===== src/rtl/fifo_pkg.sv =====
// rtl/fifo_pkg.sv - shared FIFO word-width constant
package fifo_pkg;
  localparam int FIFO_DATA_WIDTH = 8;
endpackage


===== src/rtl/stream_buf.sv =====
// rtl/stream_buf.sv - circular register queue with push/pop, occupancy and head output
module stream_buf
  import fifo_pkg::*;
#(
  parameter int DATA_WIDTH = FIFO_DATA_WIDTH,
  parameter int DEPTH      = 4,
  localparam int PTR_W     = $clog2(DEPTH),
  localparam int OCC_W     = PTR_W + 1
) (
  input  logic                  clk,
  input  logic                  rst,
  input  logic                  push,
  input  logic [DATA_WIDTH-1:0] push_data,
  input  logic                  pop,
  output logic [DATA_WIDTH-1:0] head,
  output logic [OCC_W-1:0]      occ
);
  logic [DATA_WIDTH-1:0] mem_q [DEPTH];
  logic [DATA_WIDTH-1:0] mem_d [DEPTH];
  logic [PTR_W-1:0]      wr_ptr_q, wr_ptr_d;
  logic [PTR_W-1:0]      rd_ptr_q, rd_ptr_d;
  logic [OCC_W-1:0]      occ_q, occ_d;
  logic                  do_pop;

  always_comb begin
    mem_d    = mem_q;
    wr_ptr_d = wr_ptr_q;
    rd_ptr_d = rd_ptr_q;
    do_pop   = pop && (occ_q != '0);
    if (push) begin
      mem_d[wr_ptr_q] = push_data;
      wr_ptr_d        = wr_ptr_q + PTR_W'(1);
    end
    if (do_pop) rd_ptr_d = rd_ptr_q + PTR_W'(1);
    // occupancy is tracked separately so full and empty stay distinguishable
    occ_d = occ_q + OCC_W'(push) - OCC_W'(do_pop);
  end

  always_ff @(posedge clk) begin
    if (rst) begin
      mem_q    <= '{default: '0};
      wr_ptr_q <= '0;
      rd_ptr_q <= '0;
      occ_q    <= '0;
    end else begin
      mem_q    <= mem_d;
      wr_ptr_q <= wr_ptr_d;
      rd_ptr_q <= rd_ptr_d;
      occ_q    <= occ_d;
    end
  end

  assign head = mem_q[rd_ptr_q];
  assign occ  = occ_q;

  a_no_push_when_full: assert property (@(posedge clk) disable iff (rst)
    !(push && occ_q == OCC_W'(DEPTH)));
endmodule


===== src/rtl/fifo_stream_reader.sv =====
// rtl/fifo_stream_reader.sv - drains a synchronous FIFO into a valid/ready stream with prefetch
module fifo_stream_reader
  import fifo_pkg::*;
#(
  parameter int DATA_WIDTH = FIFO_DATA_WIDTH,
  parameter int RD_LATENCY = 1,
  parameter int BUF_DEPTH  = 4,
  parameter int CNT_WIDTH  = 16
) (
  input  logic                  clk,
  input  logic                  rst,
  input  logic                  enable,
  input  logic                  fifo_empty,
  input  logic [DATA_WIDTH-1:0] fifo_rdata,
  output logic                  fifo_rd_en,
  output logic                  m_valid,
  input  logic                  m_ready,
  output logic [DATA_WIDTH-1:0] m_data,
  output logic                  idle,
  output logic [CNT_WIDTH-1:0]  words_out
);
  localparam int OCC_W = $clog2(BUF_DEPTH) + 1;
  localparam int INF_W = $clog2(RD_LATENCY + 1);

  logic [RD_LATENCY-1:0] issue_q, issue_d;
  logic [CNT_WIDTH-1:0]  words_q, words_d;
  logic [INF_W-1:0]      inflight;
  logic [OCC_W-1:0]      occ;
  logic                  capture;
  logic                  pop;

  assign m_valid = (occ != '0);
  assign pop     = m_valid && m_ready;
  assign idle    = (occ == '0) && (inflight == '0);
  assign capture = issue_q[RD_LATENCY-1];

  always_comb begin
    inflight = '0;
    for (int i = 0; i < RD_LATENCY; i++) inflight = inflight + INF_W'(issue_q[i]);
    // words already requested count against buffer space so a capture always fits
    fifo_rd_en = !rst && enable && !fifo_empty &&
                 ((int'(occ) + int'(inflight)) < BUF_DEPTH);
    issue_d = (issue_q << 1) | RD_LATENCY'(fifo_rd_en);
    words_d = words_q + CNT_WIDTH'(pop);
  end

  always_ff @(posedge clk) begin
    if (rst) begin
      issue_q <= '0;
      words_q <= '0;
    end else begin
      issue_q <= issue_d;
      words_q <= words_d;
    end
  end

  assign words_out = words_q;

  stream_buf #(
    .DATA_WIDTH(DATA_WIDTH),
    .DEPTH     (BUF_DEPTH)
  ) u_buf (
    .clk      (clk),
    .rst      (rst),
    .push     (capture),
    .push_data(fifo_rdata),
    .pop      (pop),
    .head     (m_data),
    .occ      (occ)
  );
endmodule


===== config.mk =====
export PLATFORM = sky130hd
export DESIGN_NAME = fifo_stream_reader
export DESIGN_NICKNAME = d
export VERILOG_FILES = /design/src/rtl/fifo_pkg.sv /design/src/rtl/stream_buf.sv /design/src/rtl/fifo_stream_reader.sv
export SDC_FILE = /design/constraint.sdc
export NUM_CORES = 1
export LEC_CHECK = 0
export BUFFER_PORTS_ARGS = -buffer_cell sky130_fd_sc_hd__buf_2
export CELL_PAD_IN_SITES_DETAIL_PLACEMENT = 1
export CELL_PAD_IN_SITES_GLOBAL_PLACEMENT = 2
export CORE_ASPECT_RATIO = 1.2
export CORE_MARGIN = 3
export CORE_UTILIZATION = 34
export DETAILED_ROUTE_END_ITERATION = 10
export PLACE_DENSITY = 0.81
export SYNTH_ARGS = -nofsm -noshare
export SYNTH_HDL_FRONTEND = slang
export SYNTH_SLANG_ARGS = --single-unit

===== constraint.sdc =====
create_clock -name clk -period 2.3 [get_ports clk]
set_input_delay 0.115 -clock clk [delete_from_list [all_inputs] [get_ports clk]]
set_output_delay 0.115 -clock clk [all_outputs]
set_load 0.01 [all_outputs]

==> results of run 1 <==
==> worst max-delay path, stage by stage (launching register included) <==
cell	delay [ns]
dfxtp_1	0.36
or3_1	0.37
and2_1	0.22
ha_1	0.29
inv_1	0.04
ha_1	0.18
fa_1	0.38
xor2_1	0.16
nor2_1	0.05
==> flip-flops by register name, summed over array words and instances, names as in the netlist <==
register,flops
capture,1
u_buf.mem_q,32
u_buf.occ,3
u_buf.rd_ptr_q,2
u_buf.wr_ptr_q,2
words_out,16
==> per-layer routing <==
| layer | vias up | wire length (microns) | track usage [%] |
|---|---|---|---|
| met4 | 0 | 22 | 3.34 |
| met2 | 34 | 3310 | 28.3 |
| met1 | 1032 | 2710 | 19.4 |
| met5 | - | 0 | 0 |
| li1 | 1035 | - | - |
| met3 | 2 | 210 | 2.90 |
==> stage by stage <==
step | hold WS [ns] | instance area [sq um] | worst slack, ns
floorplan | 0.194 | 2480 | 0.147
global placement | 0.304 | 2780 | 0.188
detailed placement | 0.303 | 2780 | 0.127
CTS | 0.0684 | 2920 | 0.114
global route | 0.0768 | 2920 | 0.0127
finish | 0.0789 | 2920 | 0.143
==> cell usage in the layout, fill, tap and decap left out, drive strengths merged <==
master,n
or3,1
mux4,8
clkbuf,7
o31ai,1
dlygate4sd3,1
nor2b,5
xor2,9
mux2,1
dfxtp,56
fa,1
and2,1
nand2,41
nor4b,2
a21oi,35
mux2i,1
xnor2,7
nor3,1
or4,1
buf,48
bufinv,1
nor2,19
nand3,40
inv,8
nand4,5
nor4,4
and3,1
and4,2
ha,10
o21ai,1
==> worst paths after layout <==
path / startpoint / to / slack, ns / depth (start not counted)
max: u_buf.occ[1] / u_buf.occ[2] / 0.14 / 8
min: enable / capture / 0.08 / 2
max reg2reg: u_buf.occ[1] / u_buf.occ[2] / 0.14 / 8
min reg2reg: u_buf.mem_q[17] / u_buf.mem_q[17] / 0.46 / 2
==> power by group through the flow <==
| stage | sequential (W) | combinational, W | clock (W) |
|---|---|---|---|
| 6_report | 0.00107 | 0.000460 | 0.000698 |
| 5_1_grt | 0.00108 | 0.000529 | 0.000763 |
| 4_1_cts | 0.00108 | 0.000476 | 0.000726 |
| 3_5_place_dp | 0.00110 | 0.000473 | 0 |
| 3_3_place_gp | 0.00109 | 0.000466 | 0 |
| 2_1_floorplan | 0.00108 | 0.000306 | 0 |
==> kinds of logic (layout without fill, tap and decap cells) <==
family	Yosys count	after routing	synth area share, %
AND/OR/NAND/NOR	123	123	23.7
buffers and inverters	25	65	3.84
XOR/XNOR	16	16	5.66
AO/OA/AOI/OAI	37	37	7.58
adder cells (fa/ha/maj)	11	11	5.86
flip-flops	56	56	45.3
multiplexers	10	10	8.13
==> layout make-up <==
class | instances | area, sq um | area share, %
Tap cell | 87 | 109 | 3.73
Clock buffer | 7 | 96.3 | 3.30
Sequential cell | 56 | 1120 | 38.4
Timing Repair Buffer | 49 | 273 | 9.34
Multi-Input combinational cell | 197 | 1260 | 43.2
Inverter | 8 | 30.0 | 1.03
Clock inverter | 1 | 30.0 | 1.03
==> summary.json, run 1 <==
{
  "status": {
    "status": "finished clean"
  },
  "drt": {
    "post-route-drc-count": 0,
    "detail_route.wirelength_microns": 6250,
    "detailedRoute.firstIterationViolations": 124,
    "route.detailed.wl_per_inst_microns": 15.4,
    "ant_nets": 0,
    "routed_via_density": 5.19,
    "detailedRoute.firstPassIterationCount": 4,
    "vias": 2103
  },
  "final_layout": {
    "n_fill_cell": 849,
    "drive_gt1_share_pct": 21.1,
    "layout.nets": 341,
    "syn_to_final_growth_pct": 17.9,
    "post_layout_nonfiller_instances": 405,
    "final_core_util_pct": 42.1,
    "antenna_cells": 0
  },
  "cts": {
    "cts.clk_slew.worst_paths_ns": 0.10,
    "tritoncts_clock_tree": "yes",
    "cts-buffers-inserted": 5,
    "cts-hold-fix-buffers": 1,
    "clkLatencyLatePin_ns": 0.31,
    "cts_root_buf": "clkbuf_8",
    "cts.htree.levels": 2,
    "cts_resized": 0,
    "tritoncts_num_sinks": 56,
    "max-clock-path-buffers": 2,
    "post-cts-setup-buffers": 0
  },
  "die": {
    "row_count": 33,
    "die_w_microns": 83.9,
    "floorplan_die_height_microns": 99.5,
    "initial_utilization_pct": 35.7,
    "core-area_sq_um": 6940,
    "die_area_sq_um": 8350,
    "io_pins": 40
  },
  "setup_path": {
    "setup.worst_path.end_class": "register",
    "critical_path_required_time_ns": 2.49,
    "critPathLaunchType": "register",
    "cp_data_arrival_time_ns": 2.35,
    "critical_path_class": "register to register",
    "critical_path_peak_fanout": 5
  },
  "hold_path": {
    "path_type_of_the_worst_min_delay_path": "primary input to register"
  },
  "timing": {
    "timing.clock.skew_ns": 0.00608,
    "achievable-frequency_mhz": 464,
    "relSlewSlack_pct": 68.6,
    "final-hold-violation-count": 0,
    "final.min_clock_period_ns": 2.16,
    "timing_worst_slew_pin_value_ns": 0.471,
    "layout_worst_path_cycle_share_pct": 93.8,
    "final_layout_setup_total_negative_slack_ns": 0,
    "timing.final.setup_violations": 0,
    "grt_setup_unrepaired": "no",
    "slew_violations": 0
  },
  "power_and_ir_drop": {
    "comb_power_share_pct": 20.6,
    "share_seq_of_total_power_pct": 48.1,
    "power.internal_w": 0.00162,
    "share_clk_of_total_power_pct": 31.3,
    "ir_drop_mv": 0.359,
    "sw_share_pct": 27.3,
    "post-layout-total-power_w": 0.00223,
    "p_switching_w": 0.000609,
    "power_per_cell_area_nw_per_um2": 764,
    "p_leak_nw": 1.11
  },
  "yosys": {
    "ys_top_cells_by_area": "dfxtp_1 (45%), nand3_1 (7.9%), mux4_2 (7.3%), a21oi_1 (7.1%), nand2_1 (6.2%)",
    "ys_seq_area_share_pct": 45.3,
    "ys_seq_elements": 56,
    "yosysTopAreaCellShare_pct": 45.3,
    "synth_common_cells": "dfxtp_1 (56), nand2_1 (41), nand3_1 (39), a21oi_1 (35), nor2_1 (19)",
    "number_of_distinct_library_cells_after_synthesis": 30,
    "synth_area_per_cell_sq_um": 8.91,
    "postSynth.asyncResetShare_pct": 0,
    "synthFlopType": "dfxtp_1",
    "synth_area_sq_um": 2480,
    "synthDominantAreaCellType": "dfxtp_1",
    "synth_fp_nets": 302,
    "synth.yosys.warnings": 0,
    "synth.most_common_cell": "dfxtp_1",
    "number_of_synthesized_flops_with_an_enable_pin": 0,
    "syn-instance-count": 278
  },
  "grt": {
    "grt_max_degree": 44,
    "grtUsageTotal_pct": 15.7,
    "first_global_vias": 2133,
    "grt_pass1_wl_microns": 10600,
    "grt_antenna_before_repair": 0,
    "globalRoute.totalOverflow": 0
  },
  "placement": {
    "dp.final_hpwl_microns": 4380,
    "place.port_buffers": 39,
    "globalplace.congestion": 0.735,
    "dp.cells": 396
  },
  "flow_run": {
    "cap_viol_max_count": 0
  }
}
Power figures use the tool's default switching activity.
==> inputs of run 2 (changes only) <==
clock period = 2.05 ns   (was 2.3 ns; I/O delays follow)
==> summary.json, run 2 (same netlist as run 1, synthesis figures left out) <==
{
  "cts": {
    "clkLatencyLatePin": {"value": 0.31, "unit": "ns", "change": "about the same"},
    "cts.clk_slew.worst_paths": {"value": 0.10, "unit": "ns", "change": "about the same"},
    "max-clock-path-buffers": {"value": 2, "change": "unchanged"},
    "cts_root_buf": "clkbuf_8",
    "tritoncts_num_sinks": {"value": 56, "change": "unchanged"},
    "cts-buffers-inserted": {"value": 5, "change": "unchanged"},
    "cts.htree.levels": {"value": 2, "change": "unchanged"},
    "tritoncts_clock_tree": "yes"
  },
  "final_layout": {
    "drive_gt1_share": {"value": 25.4, "unit": "%", "change": "+4.3 points"},
    "syn_to_final_growth_pct": 20.5,
    "top_library_cells_by_usage_in_the_layout_fill_and_taps_aside": "dfxtp_1 (54), nand2_1 (41), nand3_1 (39), buf_2 (39), a21oi_1 (35)",
    "largest_reg_flops": {"value": 32, "change": "unchanged"},
    "layout_commonest_cell": "dfxtp_1",
    "antenna_cells": {"value": 0, "change": "unchanged"},
    "post_layout_nonfiller_instances": {"value": 410, "change": "+1.2%"},
    "layout.nets": {"value": 346, "change": "+1.5%"},
    "largest_register_by_flop_count": "u_buf.mem_q",
    "finalInstanceArea": {"value": 2980, "unit": "sq um", "change": "+2.2%"}
  },
  "setup_path": {
    "critical_path_class": "register to register",
    "critical_path_required_time": {"value": 2.30, "unit": "ns", "change": "-0.19 ns"},
    "critPathLaunchType": "register",
    "cp_data_arrival_time": {"value": 2.25, "unit": "ns", "change": "-0.10 ns"},
    "setup.worst_path.end_class": "register",
    "critical_path_peak_fanout": {"value": 3, "change": "-2"}
  },
  "timing": {
    "timing.clock.skew": {"value": 0.00637, "unit": "ns", "change": "+0.000296 ns"},
    "relSlewSlack": {"value": 64.9, "unit": "%", "change": "-3.7 points"},
    "final-hold-violation-count": {"value": 0, "change": "unchanged"},
    "timing.final.setup_violations": {"value": 0, "change": "unchanged"},
    "timing_worst_slew_pin_value": {"value": 0.526, "unit": "ns", "change": "+0.0552 ns"},
    "final.min_clock_period": {"value": 2.00, "unit": "ns", "change": "-0.158 ns"},
    "achievable-frequency": {"value": 500, "unit": "MHz", "change": "+7.9%"},
    "grt_setup_unrepaired": "no",
    "slew_violations": {"value": 0, "change": "unchanged"},
    "finalWorstSetupSlack": {"value": 0.0516, "unit": "ns", "change": "-0.0918 ns"},
    "layout_worst_path_cycle_share": {"value": 97.5, "unit": "%", "change": "+3.7 points"}
  },
  "grt": {
    "first_global_vias": {"value": 2177, "change": "+2.1%"},
    "globalRoute.totalOverflow": {"value": 0, "change": "unchanged"},
    "grt_max_degree": {"value": 47, "change": "+6.8%"},
    "grt_antenna_before_repair": {"value": 0, "change": "unchanged"},
    "grt_pass1_wl": {"value": 10900, "unit": "microns", "change": "+3.3%"},
    "grtUsageTotal": {"value": 16.5, "unit": "%", "change": "+0.83 points"}
  },
  "flow_run": {
    "cap_viol_max_count": {"value": 0, "change": "unchanged"}
  },
  "status": {
    "status": "finished clean"
  },
  "drt": {
    "route.detailed.wl_per_inst": {"value": 16.4, "unit": "microns", "change": "+6.2%"},
    "detailedRoute.firstIterationViolations": {"value": 112, "change": "-9.7%"},
    "detail_route.wirelength": {"value": 6720, "unit": "microns", "change": "+7.5%"},
    "post-route-drc-count": {"value": 0, "change": "unchanged"},
    "routed_via_density": {"value": 5.21, "change": "+0.38%"},
    "vias": {"value": 2137, "change": "+1.6%"},
    "detailedRoute.firstPassIterationCount": {"value": 3, "change": "-1"},
    "ant_nets": {"value": 0, "change": "unchanged"}
  },
  "die": {
    "row_count": {"value": 33, "change": "unchanged"},
    "io_pins": {"value": 40, "change": "unchanged"},
    "die_area": {"value": 8350, "unit": "sq um", "change": "unchanged"},
    "die_w": {"value": 83.9, "unit": "microns", "change": "unchanged"},
    "core-area": {"value": 6940, "unit": "sq um", "change": "unchanged"},
    "initial_utilization": {"value": 35.7, "unit": "%", "change": "unchanged"},
    "floorplan_die_height": {"value": 99.5, "unit": "microns", "change": "unchanged"}
  },
  "power_and_ir_drop": {
    "ir_drop": {"value": 0.445, "unit": "mV", "change": "+24%"},
    "p_leak": {"value": 1.12, "unit": "nW", "change": "+0.96%"},
    "power_per_cell_area": {"value": 857, "unit": "nW/um^2", "change": "+12%"}
  },
  "placement": {
    "place_worst_setup_slack": {"value": -0.00882, "unit": "ns", "change": "-0.136 ns"},
    "globalplace.congestion": {"value": 0.709, "change": "-3.5%"},
    "post_dp_cell_area": {"value": 2820, "unit": "sq um", "change": "+1.3%"},
    "dp.final_hpwl": {"value": 4610, "unit": "microns", "change": "+5.1%"},
    "dp.cells": {"value": 400, "change": "+1.0%"},
    "place.port_buffers": {"value": 39, "change": "unchanged"}
  },
  "hold_path": {
    "path_type_of_the_worst_min_delay_path": "primary input to register"
  }
}
run 2: cell count changes in the layout (fill, tap and decap cells not counted), sizes merged:
cell | before | now
clkbuf | 7 | 5
buf | 48 | 53
clkinv | 0 | 1
clkinvlp | 0 | 1
run 2: path summary, 6_finish.rpt:
path / start / endpoint / slack (ns) / cells after the start
hold / removal: enable / capture / 0.06 / 2
setup / recovery: u_buf.occ[0] / u_buf.occ[1] / 0.05 / 7
setup reg to reg: u_buf.occ[0] / u_buf.occ[1] / 0.05 / 7
hold reg to reg: u_buf.mem_q[30] / u_buf.mem_q[30] / 0.46 / 2
run 2: final cells by class:
class,instances,area (sq um)
flip-flops and latches,56,1120
clock buffers,5,68.8
inverters,8,30.0
repair buffers,54,310
fillers,850,3950
multi-input cells,197,1300
well taps,87,109
clock inverters,3,42.5
run 2: power by group:
group          switching, W  internal (W)
Combinational      0.000312      0.000300
Sequential        0.0000566       0.00115
Clock              0.000378      0.000362
Total              0.000746       0.00181
run 2: metal layers:
layer	part of all wire, %	global-route usage [%]	vias to the layer above
met2	50	29.9	39
met5	0	0	-
met1	44	19.5	1041
li1	-	-	1047
met4	1.8	5.45	0
met3	3.9	3.23	10
run 2: what timing repair did:
action                                  CTS  global route
resized for setup                         6             3
endpoints found under the setup margin    2             7
buffers inserted                          1             0
hold buffers                              1             0
gates cloned                              0             0
pin swaps                                 4             3
endpoints found under the hold margin     1             0
run 2: metrics by stage:
| stage | total power (W) | TNS (ns) | hold WS, ns | utilization, % |
|---|---|---|---|---|
| after floorplan | 0.00157 | 0 | 0.182 | - |
| after global placement | 0.00178 | 0 | 0.289 | 40.7 |
| after detailed placement | 0.00180 | -0.0109 | 0.291 | 40.7 |
| after CTS | 0.00259 | -0.0133 | 0.0483 | 42.9 |
| after global routing | 0.00270 | 0 | 0.0549 | 43.0 |
| final | 0.00256 | 0 | 0.0591 | 43.0 |
run 2: worst max-delay path, cell delays in order (launching register included):
cell and delay, ns:
dfxtp_2 0.33, or3_4 0.38, and2_4 0.17, ha_4 0.25, inv_2 0.03, ha_4 0.14, fa_2 0.51, nor2b_1 0.12
==> inputs of run 3 (changes only) <==
--- a/config.mk
+++ b/config.mk
@@ -13,4 +13,5 @@
 export CORE_UTILIZATION = 34
 export DETAILED_ROUTE_END_ITERATION = 10
+export GPL_ROUTABILITY_DRIVEN = 0
 export PLACE_DENSITY = 0.81
 export SYNTH_ARGS = -nofsm -noshare
==> constraint.sdc (replaced) <==
create_clock -name clk -period 2.05 [get_ports clk]
set_input_delay 0.205 -clock clk [delete_from_list [all_inputs] [get_ports clk]]
set_output_delay 0.205 -clock clk [all_outputs]
set_load 0.01 [all_outputs]
==> summary.json, run 3 (same netlist as run 1, synthesis figures left out) <==
{
  "status": {
    "status": "finished clean"
  },
  "cts": {
    "max-clock-path-buffers": {"value": 2, "change": "unchanged"},
    "tritoncts_clock_tree": "yes",
    "cts-hold-fix-buffers": {"value": 0, "change": "-1"},
    "cts.htree.levels": {"value": 2, "change": "unchanged"},
    "cts_root_buf": "clkbuf_8",
    "cts.clk_slew.worst_paths": {"value": 0.09, "unit": "ns", "change": "about the same"},
    "clkLatencyLatePin": {"value": 0.30, "unit": "ns", "change": "about the same"},
    "cts-buffers-inserted": {"value": 5, "change": "unchanged"},
    "tritoncts_num_sinks": {"value": 56, "change": "unchanged"}
  },
  "hold_path": {
    "path_type_of_the_worst_min_delay_path": "primary input to register",
    "worstHoldStart": "fifo_empty"
  },
  "setup_path": {
    "critical_path_required_time": {"value": 2.29, "unit": "ns", "change": "about the same"},
    "critical_path_peak_fanout": {"value": 4, "change": "+1"},
    "cp_slowest_stage_delay": {"value": 0.52, "unit": "ns", "change": "about the same"},
    "worst_r2r_startpoint": "u_buf.occ[0]",
    "cp_data_arrival_time": {"value": 2.27, "unit": "ns", "change": "+0.02 ns"},
    "critical_path_class": "register to register",
    "critPathSlowestCell": "fa_2",
    "crit_start": "u_buf.occ[0]",
    "timing.critical_path.cells": "or3_4 > and2_4 > ha_4 > inv_2 > ha_4 > fa_2 > nor2b_1",
    "timing.critical_path.mode_cell": "ha_4",
    "setup.worst_path.end_class": "register",
    "critPathLaunchType": "register"
  },
  "timing": {
    "timing_worst_slew_pin_value": {"value": 0.540, "unit": "ns", "change": "+0.0137 ns"},
    "timing.clock.skew": {"value": 0.00413, "unit": "ns", "change": "-0.00224 ns"},
    "final.min_clock_period": {"value": 2.03, "unit": "ns", "change": "+0.0309 ns"},
    "final-hold-violation-count": {"value": 0, "change": "unchanged"},
    "finalWorstSetupSlack": {"value": 0.0207, "unit": "ns", "change": "-0.0309 ns"},
    "relSlewSlack": {"value": 64.0, "unit": "%", "change": "-0.92 points"},
    "timing.final.setup_violations": {"value": 0, "change": "unchanged"},
    "grt_setup_unrepaired": "yes",
    "slew_violations": {"value": 0, "change": "unchanged"},
    "hold-worst-slack": {"value": 0.0737, "unit": "ns", "change": "+0.0146 ns"},
    "layout_worst_path_cycle_share": {"value": 99.0, "unit": "%", "change": "+1.5 points"},
    "achievable-frequency": {"value": 493, "unit": "MHz", "change": "-1.5%"}
  },
  "die": {
    "floorplan_die_height": {"value": 99.5, "unit": "microns", "change": "unchanged"},
    "io_pins": {"value": 40, "change": "unchanged"},
    "row_count": {"value": 33, "change": "unchanged"},
    "die_area": {"value": 8350, "unit": "sq um", "change": "unchanged"},
    "initial_utilization": {"value": 35.7, "unit": "%", "change": "unchanged"},
    "core-area": {"value": 6940, "unit": "sq um", "change": "unchanged"},
    "die_w": {"value": 83.9, "unit": "microns", "change": "unchanged"}
  },
  "final_layout": {
    "layout.nets": {"value": 346, "change": "unchanged"},
    "largest_register_by_flop_count": "u_buf.mem_q",
    "antenna_cells": {"value": 0, "change": "unchanged"},
    "layout.area.seq": {"value": 1120, "unit": "sq um", "change": "unchanged"},
    "post_layout_nonfiller_instances": {"value": 409, "change": "-0.24%"},
    "top_library_cells_by_usage_in_the_layout_fill_and_taps_aside": "dfxtp_1 (54), nand2_1 (41), nand3_1 (39), buf_2 (39), a21oi_1 (35)",
    "multi_input_combinational_cell_area": {"value": 1300, "unit": "sq um", "change": "about the same"},
    "drive_gt1_share": {"value": 24.8, "unit": "%", "change": "-0.54 points"},
    "largest_reg_flops": {"value": 32, "change": "unchanged"},
    "layout_commonest_cell": "dfxtp_1",
    "finalInstanceArea": {"value": 2950, "unit": "sq um", "change": "-1.3%"},
    "syn_to_final_growth_pct": 18.9,
    "n_fill_cell": {"value": 842, "change": "-0.94%"},
    "final_core_util": {"value": 42.5, "unit": "%", "change": "-0.54 points"}
  },
  "grt": {
    "first_global_vias": {"value": 2142, "change": "-1.6%"},
    "busiest_layer": "met2",
    "grt_util_met3": {"value": 2.98, "unit": "%", "change": "-0.25 points"},
    "globalRoute.totalOverflow": {"value": 0, "change": "unchanged"},
    "grt_pass1_wl": {"value": 10600, "unit": "microns", "change": "-3.0%"},
    "grt_max_degree": {"value": 39, "change": "-17%"},
    "grt_antenna_before_repair": {"value": 0, "change": "unchanged"},
    "grt_util_met1": {"value": 19.4, "unit": "%", "change": "-0.093 points"},
    "grtUsageTotal": {"value": 15.9, "unit": "%", "change": "-0.61 points"},
    "grtUsageMet2": {"value": 28.4, "unit": "%", "change": "-1.5 points"}
  },
  "drt": {
    "detailedRoute.firstIterationViolations": {"value": 58, "change": "-48%"},
    "detailedRoute.firstPassIterationCount": {"value": 4, "change": "+1"},
    "ant_nets": {"value": 0, "change": "unchanged"},
    "vias": {"value": 2100, "change": "-1.7%"},
    "routed_via_density": {"value": 5.13, "change": "-1.5%"},
    "post-route-drc-count": {"value": 0, "change": "unchanged"},
    "route.detailed.wl_per_inst": {"value": 15.5, "unit": "microns", "change": "-5.5%"},
    "detail_route.wirelength": {"value": 6330, "unit": "microns", "change": "-5.7%"}
  },
  "power_and_ir_drop": {
    "ir_drop": {"value": 0.523, "unit": "mV", "change": "+17%"},
    "power_per_cell_area": {"value": 802, "unit": "nW/um^2", "change": "-6.4%"},
    "p_leak": {"value": 1.11, "unit": "nW", "change": "-0.75%"}
  },
  "flow_run": {
    "cap_viol_max_count": {"value": 0, "change": "unchanged"}
  },
  "placement": {
    "post_dp_cell_area": {"value": 2830, "unit": "sq um", "change": "+0.27%"},
    "dp.cells": {"value": 401, "change": "+0.25%"},
    "place.port_buffers": {"value": 39, "change": "unchanged"},
    "dp.final_hpwl": {"value": 4390, "unit": "microns", "change": "-4.6%"},
    "place_worst_setup_slack": {"value": -0.00702, "unit": "ns", "change": "+0.00180 ns"}
  }
}
[run 3: cell count changes in the layout (fill, tap and decap cells not counted), sizes merged]
| cell | before | now |
|---|---|---|
| dlygate4sd3 | 1 | 0 |
| clkbuf | 5 | 6 |
| bufinv | 1 | 0 |
| clkinvlp | 1 | 0 |
| buf | 53 | 54 |
[run 3: path summary, 6_finish.rpt]
check / endpoint / slack, ns / cells past startpoint
setup / recovery: u_buf.occ[1] / 0.02 / 7
hold / removal: capture / 0.07 / 2
setup reg to reg: u_buf.occ[1] / 0.02 / 7
hold reg to reg: u_buf.mem_q[18] / 0.46 / 2
[run 3: power breakdown]
part / leakage (nW) / internal (W) / total, W / switching (W)
clock network: 0.0410 / 0.000233 / 0.000566 / 0.000333
registers: 0.453 / 0.00115 / 0.00121 / 0.0000579
logic: 0.616 / 0.000292 / 0.000591 / 0.000299
[run 3: worst max-delay path: cells and delay by family, from the launching register on]
family        cells  cell delay (ns)
simple gates      3             0.68
buf+inv           1             0.03
flops             1             0.33
fa+ha+maj         3             0.93
[run 3: what timing repair did]
item,CTS,global route
buffers inserted,0,1
cloned,0,0
gates resized for setup,1,8
pin swaps,0,4
setup endpoints to repair,1,5
[run 3: cell type report]
type	instances	area share (%)
multi-input cells	197	44.1
flip-flops and latches	56	38.1
repair buffers	54	10.4
well taps	87	3.69
clock buffers	6	2.46
inverters	8	1.02
clock inverters	1	0.170
[run 3: layer usage]
layer,wire (microns),share of wire (%)
met5,0,0
met4,128,2.0
met3,222,3.5
met2,3180,50
met1,2800,44
[run 3: metrics by stage]
step | total power, W | TNS (ns)
after CTS | 0.00237 | -0.0123
final | 0.00236 | 0
after floorplan | 0.00157 | 0
after global placement | 0.00177 | 0
after detailed placement | 0.00179 | -0.00702
after global routing | 0.00253 | -0.145
